`src/rtl/robot_cmd_pkg.sv`:
```
// Shared command codes, button bit positions and decode helpers for the button command scheduler.
package robot_cmd_pkg;

   localparam int unsigned NUM_BUTTONS = 11;

   typedef logic [2:0] cmd_t;

   localparam cmd_t CMD_NONE  = 3'd0;
   localparam cmd_t CMD_UP    = 3'd1;
   localparam cmd_t CMD_DOWN  = 3'd2;
   localparam cmd_t CMD_LEFT  = 3'd3;
   localparam cmd_t CMD_RIGHT = 3'd4;
   localparam cmd_t CMD_CLEAN = 3'd5;
   localparam cmd_t CMD_PAUSE = 3'd6;

   localparam int unsigned BTN_UP    = 0;
   localparam int unsigned BTN_DOWN  = 1;
   localparam int unsigned BTN_LEFT  = 2;
   localparam int unsigned BTN_RIGHT = 3;
   localparam int unsigned BTN_A     = 4;
   localparam int unsigned BTN_B     = 5;
   localparam int unsigned BTN_C     = 6;
   localparam int unsigned BTN_X     = 7;
   localparam int unsigned BTN_Y     = 8;
   localparam int unsigned BTN_Z     = 9;
   localparam int unsigned BTN_START = 10;

   typedef enum logic {
      StRun,
      StPaused
   } state_t;

   // Opposing directions held together cancel each other out.
   function automatic logic [3:0] mask_conflicts(input logic [3:0] dirs);
      logic [3:0] m;
      m = dirs;
      if (dirs[0] && dirs[1]) m[1:0] = 2'b00;
      if (dirs[2] && dirs[3]) m[3:2] = 2'b00;
      return m;
   endfunction

   // Highest-priority direction: up > down > left > right.
   function automatic cmd_t dir_of(input logic [3:0] dirs);
      if (dirs[0])      return CMD_UP;
      else if (dirs[1]) return CMD_DOWN;
      else if (dirs[2]) return CMD_LEFT;
      else if (dirs[3]) return CMD_RIGHT;
      else              return CMD_NONE;
   endfunction

endpackage

```
`src/rtl/cmd_fifo.sv`:
```
// Synchronous FIFO with synchronous active-low reset; a push while full is accepted only
// when a pop happens in the same cycle.
module cmd_fifo #(
   parameter int unsigned DEPTH = 4,
   parameter int unsigned WIDTH = 3
) (
   input  logic             clk,
   input  logic             reset,
   input  logic             push,
   input  logic [WIDTH-1:0] push_data,
   input  logic             pop,
   output logic [WIDTH-1:0] pop_data,
   output logic             full,
   output logic             empty
);

   localparam int unsigned AW = (DEPTH > 1) ? $clog2(DEPTH) : 1;

   logic [WIDTH-1:0] mem_q [DEPTH];
   logic [AW-1:0]    wr_ptr_q, rd_ptr_q;
   logic [AW:0]      count_q, count_d;
   logic             do_push, do_pop;

   assign empty    = (count_q == '0);
   assign full     = (count_q == (AW+1)'(DEPTH));
   assign pop_data = mem_q[rd_ptr_q];
   assign do_pop   = pop & ~empty;
   assign do_push  = push & (~full | do_pop);

   always_comb begin
      count_d = count_q;
      if (do_push && !do_pop)      count_d = count_q + 1'b1;
      else if (!do_push && do_pop) count_d = count_q - 1'b1;
   end

   always_ff @(posedge clk) begin
      if (!reset) begin
         wr_ptr_q <= '0;
         rd_ptr_q <= '0;
         count_q  <= '0;
      end else begin
         if (do_push) wr_ptr_q <= wr_ptr_q + 1'b1;
         if (do_pop)  rd_ptr_q <= rd_ptr_q + 1'b1;
         count_q <= count_d;
      end
   end

   always_ff @(posedge clk) begin
      if (do_push) mem_q[wr_ptr_q] <= push_data;
   end

endmodule

```
`src/rtl/button_cmd_scheduler.sv`:
```
// Turns per-frame button snapshots into queued robot commands with priority, pause filtering
// and, when CMD_AUTOREPEAT_EN is defined, auto-repeat of a held direction.
module button_cmd_scheduler
   import robot_cmd_pkg::*;
#(
   parameter int unsigned FIFO_DEPTH    = 4,
   parameter int unsigned REPEAT_DELAY  = 20,
   parameter int unsigned REPEAT_PERIOD = 6
) (
   input  logic                   clk,
   input  logic                   reset,
   input  logic [NUM_BUTTONS-1:0] buttons_in,
   input  logic                   buttons_valid,
   output logic                   cmd_valid,
   output logic [2:0]             cmd_code,
   input  logic                   cmd_ready,
   output logic                   paused,
   output logic                   overflow
);

   state_t                 state_q, state_d;
   logic [NUM_BUTTONS-1:0] prev_q;
   logic                   primed_q;
   logic                   overflow_q, overflow_d;

   logic [3:0] dirs_now, press_dirs;
   logic       start_press, a_press, frame_live;
   cmd_t       cmd, repeat_cmd, head;
   logic       push, pop, full, empty;

   logic unused_btns;
   assign unused_btns = ^{buttons_in[BTN_Z:BTN_B], prev_q[BTN_Z:BTN_B]};

   assign dirs_now   = mask_conflicts(buttons_in[BTN_RIGHT:BTN_UP]);
   assign frame_live = buttons_valid & primed_q;

`ifdef CMD_AUTOREPEAT_EN
   localparam logic [7:0] DELAY8  = 8'(REPEAT_DELAY);
   localparam logic [7:0] PERIOD8 = 8'(REPEAT_PERIOD);

   logic [7:0] hold_q, hold_d, period_q, period_d;
   cmd_t       held_now, held_prev;
   logic       rpt;

   assign held_now  = dir_of(dirs_now);
   assign held_prev = dir_of(mask_conflicts(prev_q[BTN_RIGHT:BTN_UP]));

   always_comb begin
      hold_d   = hold_q;
      period_d = period_q;
      rpt      = 1'b0;
      if (frame_live) begin
         if (state_q == StPaused || held_now == CMD_NONE || held_now != held_prev) begin
            hold_d   = '0;
            period_d = '0;
         end else begin
            hold_d = (hold_q == 8'hFF) ? hold_q : hold_q + 8'd1;
            // Past the first repeat the period counter alone paces repeats, so saturation is harmless.
            if (hold_q >= DELAY8) begin
               period_d = period_q + 8'd1;
               if (period_d == PERIOD8) begin
                  rpt      = 1'b1;
                  period_d = '0;
               end
            end else if (hold_d == DELAY8) begin
               rpt      = 1'b1;
               period_d = '0;
            end
         end
      end
   end

   always_ff @(posedge clk) begin
      if (!reset) begin
         hold_q   <= '0;
         period_q <= '0;
      end else begin
         hold_q   <= hold_d;
         period_q <= period_d;
      end
   end

   assign repeat_cmd = rpt ? held_now : CMD_NONE;
`else
   logic unused_cfg;
   assign unused_cfg = ^{REPEAT_DELAY[7:0], REPEAT_PERIOD[7:0]};
   assign repeat_cmd = CMD_NONE;
`endif

   always_comb begin
      press_dirs  = dirs_now & ~prev_q[BTN_RIGHT:BTN_UP];
      start_press = buttons_in[BTN_START] & ~prev_q[BTN_START];
      a_press     = buttons_in[BTN_A] & ~prev_q[BTN_A];
      cmd         = CMD_NONE;
      if (start_press) begin
         cmd = CMD_PAUSE;
      end else if (state_q == StRun) begin
         if (a_press) cmd = CMD_CLEAN;
         else         cmd = dir_of(press_dirs);
         if (cmd == CMD_NONE) cmd = repeat_cmd;
      end
      push = frame_live & (cmd != CMD_NONE);

      // The state flips even when the PAUSE entry itself is dropped on a full queue.
      state_d = state_q;
      if (frame_live && start_press) state_d = (state_q == StRun) ? StPaused : StRun;

      overflow_d = overflow_q | (push & full & ~pop);
   end

   always_ff @(posedge clk) begin
      if (!reset) begin
         state_q    <= StRun;
         prev_q     <= '0;
         primed_q   <= 1'b0;
         overflow_q <= 1'b0;
      end else begin
         state_q    <= state_d;
         overflow_q <= overflow_d;
         if (buttons_valid) begin
            prev_q   <= buttons_in;
            primed_q <= 1'b1;
         end
      end
   end

   cmd_fifo #(
      .DEPTH(FIFO_DEPTH),
      .WIDTH(3)
   ) u_fifo (
      .clk      (clk),
      .reset    (reset),
      .push     (push),
      .push_data(cmd),
      .pop      (pop),
      .pop_data (head),
      .full     (full),
      .empty    (empty)
   );

   assign cmd_valid = ~empty;
   assign pop       = cmd_valid & cmd_ready;
   assign cmd_code  = empty ? CMD_NONE : head;
   assign paused    = (state_q == StPaused);
   assign overflow  = overflow_q;

endmodule
```
`config.mk`:
```
export PLATFORM = sky130hd
export DESIGN_NAME = button_cmd_scheduler
export DESIGN_NICKNAME = d
export VERILOG_FILES = /design/src/rtl/robot_cmd_pkg.sv /design/src/rtl/cmd_fifo.sv /design/src/rtl/button_cmd_scheduler.sv
export SDC_FILE = /design/constraint.sdc
export NUM_CORES = 1
export LEC_CHECK = 0
export CAP_MARGIN = 20
export CORE_MARGIN = 3
export CORE_UTILIZATION = 48
export DETAILED_ROUTE_END_ITERATION = 16
export GPL_TIMING_DRIVEN = 0
export HOLD_SLACK_MARGIN = 0.1
export PLACE_DENSITY_LB_ADDON = 0.08
export SYNTH_ARGS = -nofsm -noshare
export SYNTH_HDL_FRONTEND = slang
export SYNTH_HIERARCHICAL = 1
export SYNTH_SLANG_ARGS = --single-unit
```
`constraint.sdc`:
```
create_clock -name clk -period 2.8 [get_ports clk]
set_input_delay 0.56 -clock clk [delete_from_list [all_inputs] [get_ports clk]]
set_output_delay 0.56 -clock clk [all_outputs]
set_load 0.02 [all_outputs]
```
==> results.md <==
- Status: completed
- Worst skew pair latency: between 300 and 400 ps
- FP Rows: 19
- CP startpoint kind: input pin
- CP max FO: 5
- Leakage Power: around 0.72 nW
- Port bufs: 14
- CTS Root Cell: clkbuf_4
- CTS Buffer Depth: 2
- DR iter-0 viols: 21
- Most common cell after layout, fill and taps aside: dfxtp_1
- Die H: 61.0 µm
- Synth Area in XOR/XNOR: 0.0302
- Syn Nets: approximately 140
- NumNets Final: 169
- CTS Hold Buffers Added: 0
- Synth Area in Compound Gates: 0.0975
- Synth Cell Area: around 1500 µm²
- Die X: around 61 µm
- Boundary Pins: 21
- Clock transition at the registers of the reported paths: ~100 ps
- Final core occ: 0.651
- GR Overflow Total: 0
- Total power draw: between 1.5 and 2 mW
- Post-synth EDFFs: 12
- Register area: a little over 700 µm²
- Arrival @ worst endpoint: about 3000 ps
- Final setup fails: 0
- Simple-gate portion of the synthesized area: 0.188
- HPWL after DPL: ~1800 µm
- CTS Buf Count: 5
- Async SR Flop Fraction: 0
- Layout cell share with drive strength beyond 1: 0.262
- Yosys Warn Count: 6
- Top FF cell, synth: dfxtp_1
- Hold Slack: between 400 and 500 ps
- Final wirelength: ~2600 µm
- Most frequent cells in the layout: 17 x dfxtp_1, 12 x nor2b_1, 12 x edfxtp_1
- TritonCTS Sinks: 30
- Worst Skew: ~8.4 ps
- Final Cycle Share: 0.961
- Post-synthesis register bit count: 30
- Cell Pwr Density: approximately 800 nW/µm²
- Main combinational cell family by area after synthesis: simple AND/OR/NAND/NOR gates
- Slew at the pin with the worst max-slew slack: 587 ps
- Initial antenna violation count: 0
- Setup slack after layout: around 110 ps
- CTS tree: built
- Critical Path Source: buttons_in[1]
- Mux contribution to synthesized area: 0.109
- DIE AREA: between 3000 and 4000 µm²
- Drt pass-1 iters: 4
- Worst reg2reg startpoint: paused$_SDFFE_PN0P_
- Ant. Diodes: 0
- CP Class: input pin to flip-flop
- Post-route ant nets: 0
- Syn avg cell area: around 12 µm²
- Fin crit period: approximately 2700 ps
- Peak supply drop: around 570 µV
- Fmax: about 370 MHz
- Largest net degree at the start of global routing: 11
- Core area: between 2000 and 3000 µm²
- Mean routed wirelength per cell: between 10 and 15 µm
- Fin Setup TNS: 0 ps
- Pre-CTS setup slack: -731 ps
- Number of fill cells in the layout: between 200 and 250
- Part of the Yosys area used for sequential elements: 0.497
- Hold Crit Class: flip-flop to flip-flop
- Worst stage delay on the critical path: around 370 ps
- Critical Path, Cell by Cell: clkdlybuf4s15_1 -> or3b_4 -> a211oi_2 -> a211o_2 -> nand2_1 -> a21boi_4 -> ha_2 -> inv_1 -> fa_2 -> xor2_2 -> or3_1 -> a21boi_1
- HP Start: primed_q$_SDFFE_PN0P_
- DRC violations left: 0
- First-pass GRT wire length: between 4000 and 5000 µm
- Library cells used by synthesis: 36
- Area delta synth->final: 26.9%
- Slowest cell on crit path: fa_2
- Drt via density: ~5.4
- Max cap viols: 0
- Number of global-route vias before repair: between 900 and 1000
- Crit. End Element: flip-flop
- Synth Area in Adders: 0.0569
- Via count: roughly 1000
- Worst slew margin: 0.606
- Total GRT Usage: 0.159
- Slew Limit Fails: 0
- Worst Path Required: a little over 3000 ps
- Starting Density: 0.513
- Htree depth: 2
- GPL Wtd Cong: about 0.72
- Final Hold Fails: 0
- Multi-input logic area: between 700 and 800 µm²
- Mapped Cells: around 120
[cell families (layout without fill, tap and decap cells)]
kind of cell	after synthesis	after routing
XOR/XNOR	5	5
AND/OR/NAND/NOR	45	45
AO/OA/AOI/OAI	15	15
flip-flops	30	30
multiplexers	12	12
buffers and inverters	8	36
adder cells (fa/ha/maj)	6	6
[cell type report]
type / count / area share
multi-input cells: 83 / 0.415
flip-flops and latches: 30 / 0.392
repair buffers: 20 / 0.0993
clock inverters: 3 / 0.0347
well taps: 31 / 0.0211
clock buffers: 5 / 0.0204
inverters: 6 / 0.0122
plain buffers: 2 / 0.00476
[cells in the mapped netlist (2+ instances only)]
| cell type | count | area share |
|---|---|---|
| a211oi_2 | 2 | 0.017 |
| nor2_1 | 2 | 0.0052 |
| nor3b_1 | 4 | 0.021 |
| mux2i_1 | 9 | 0.062 |
| and2_1 | 9 | 0.039 |
| edfxtp_1 | 12 | 0.25 |
| mux4_2 | 3 | 0.047 |
| nand2_1 | 8 | 0.021 |
| ha_1 | 5 | 0.043 |
| nor2b_1 | 13 | 0.056 |
| xor2_1 | 2 | 0.012 |
| nor3_1 | 2 | 0.0069 |
| inv_1 | 6 | 0.016 |
| xnor2_1 | 3 | 0.018 |
| o21ai_0 | 3 | 0.010 |
| dfxtp_1 | 18 | 0.25 |
[critical path, delay by kind of cell]
| kind | cells | cell delay, ps |
|---|---|---|
| AOI/OAI and AO/OA | 4 | 710 |
| and+or+nand+nor | 3 | 650 |
| adders and majority gates | 2 | 560 |
| buffers and inverters | 2 | 310 |
| xor gates and xnor gates | 1 | 150 |
[worst paths after layout]
| kind | to | slack [ps] | cells after the start |
|---|---|---|---|
| worst max-delay path | u_fifo/count_q[2]$_SDFFE_PN0P_ | 110 | 12 |
| worst min-delay path | primed_q$_SDFFE_PN0P_ | 470 | 1 |
| worst max register to register | u_fifo/count_q[2]$_SDFFE_PN0P_ | 160 | 11 |
| worst min register to register | primed_q$_SDFFE_PN0P_ | 470 | 1 |
[what timing repair did]
item,in CTS,in global routing
setup buffers,4,2
endpoints found under the hold margin,0,0
pin swaps,1,4
gates resized for setup,10,12
endpoints found under the setup margin,2,1
[where the power goes]
part | switching, mW | internal [mW] | leakage [nW] | total (mW)
clock | 0.152 | 0.275 | 0.0528 | 0.427
combinational | 0.248 | 0.261 | 0.407 | 0.509
sequential | 0.0677 | 0.510 | 0.256 | 0.578
[registers in the layout (all words and copies together) (netlist names), named ones only]
signal	flops
primed_q	1
prev_q	6
u_fifo/count_q	3
overflow	1
u_fifo/wr_ptr_q	2
u_fifo/mem_q	12
u_fifo/rd_ptr_q	2
paused	1
[metal layers]
| metal | part of all wire | global-route usage |
|---|---|---|
| met2 | 0.50 | 0.253 |
| met1 | 0.45 | 0.198 |
| met5 | 0 | 0 |
| met4 | 0.014 | 0.0836 |
| met3 | 0.032 | 0.0383 |
[metrics by stage]
step | area [µm²] | std cells
final | 1840 | 180
after global routing | 1840 | 180
after CTS | 1800 | 178
after detailed placement | 1650 | 166
after global placement | 1650 | 166
after floorplan | 1470 | 121
Note: power is estimated with default switching activity, not from simulation.
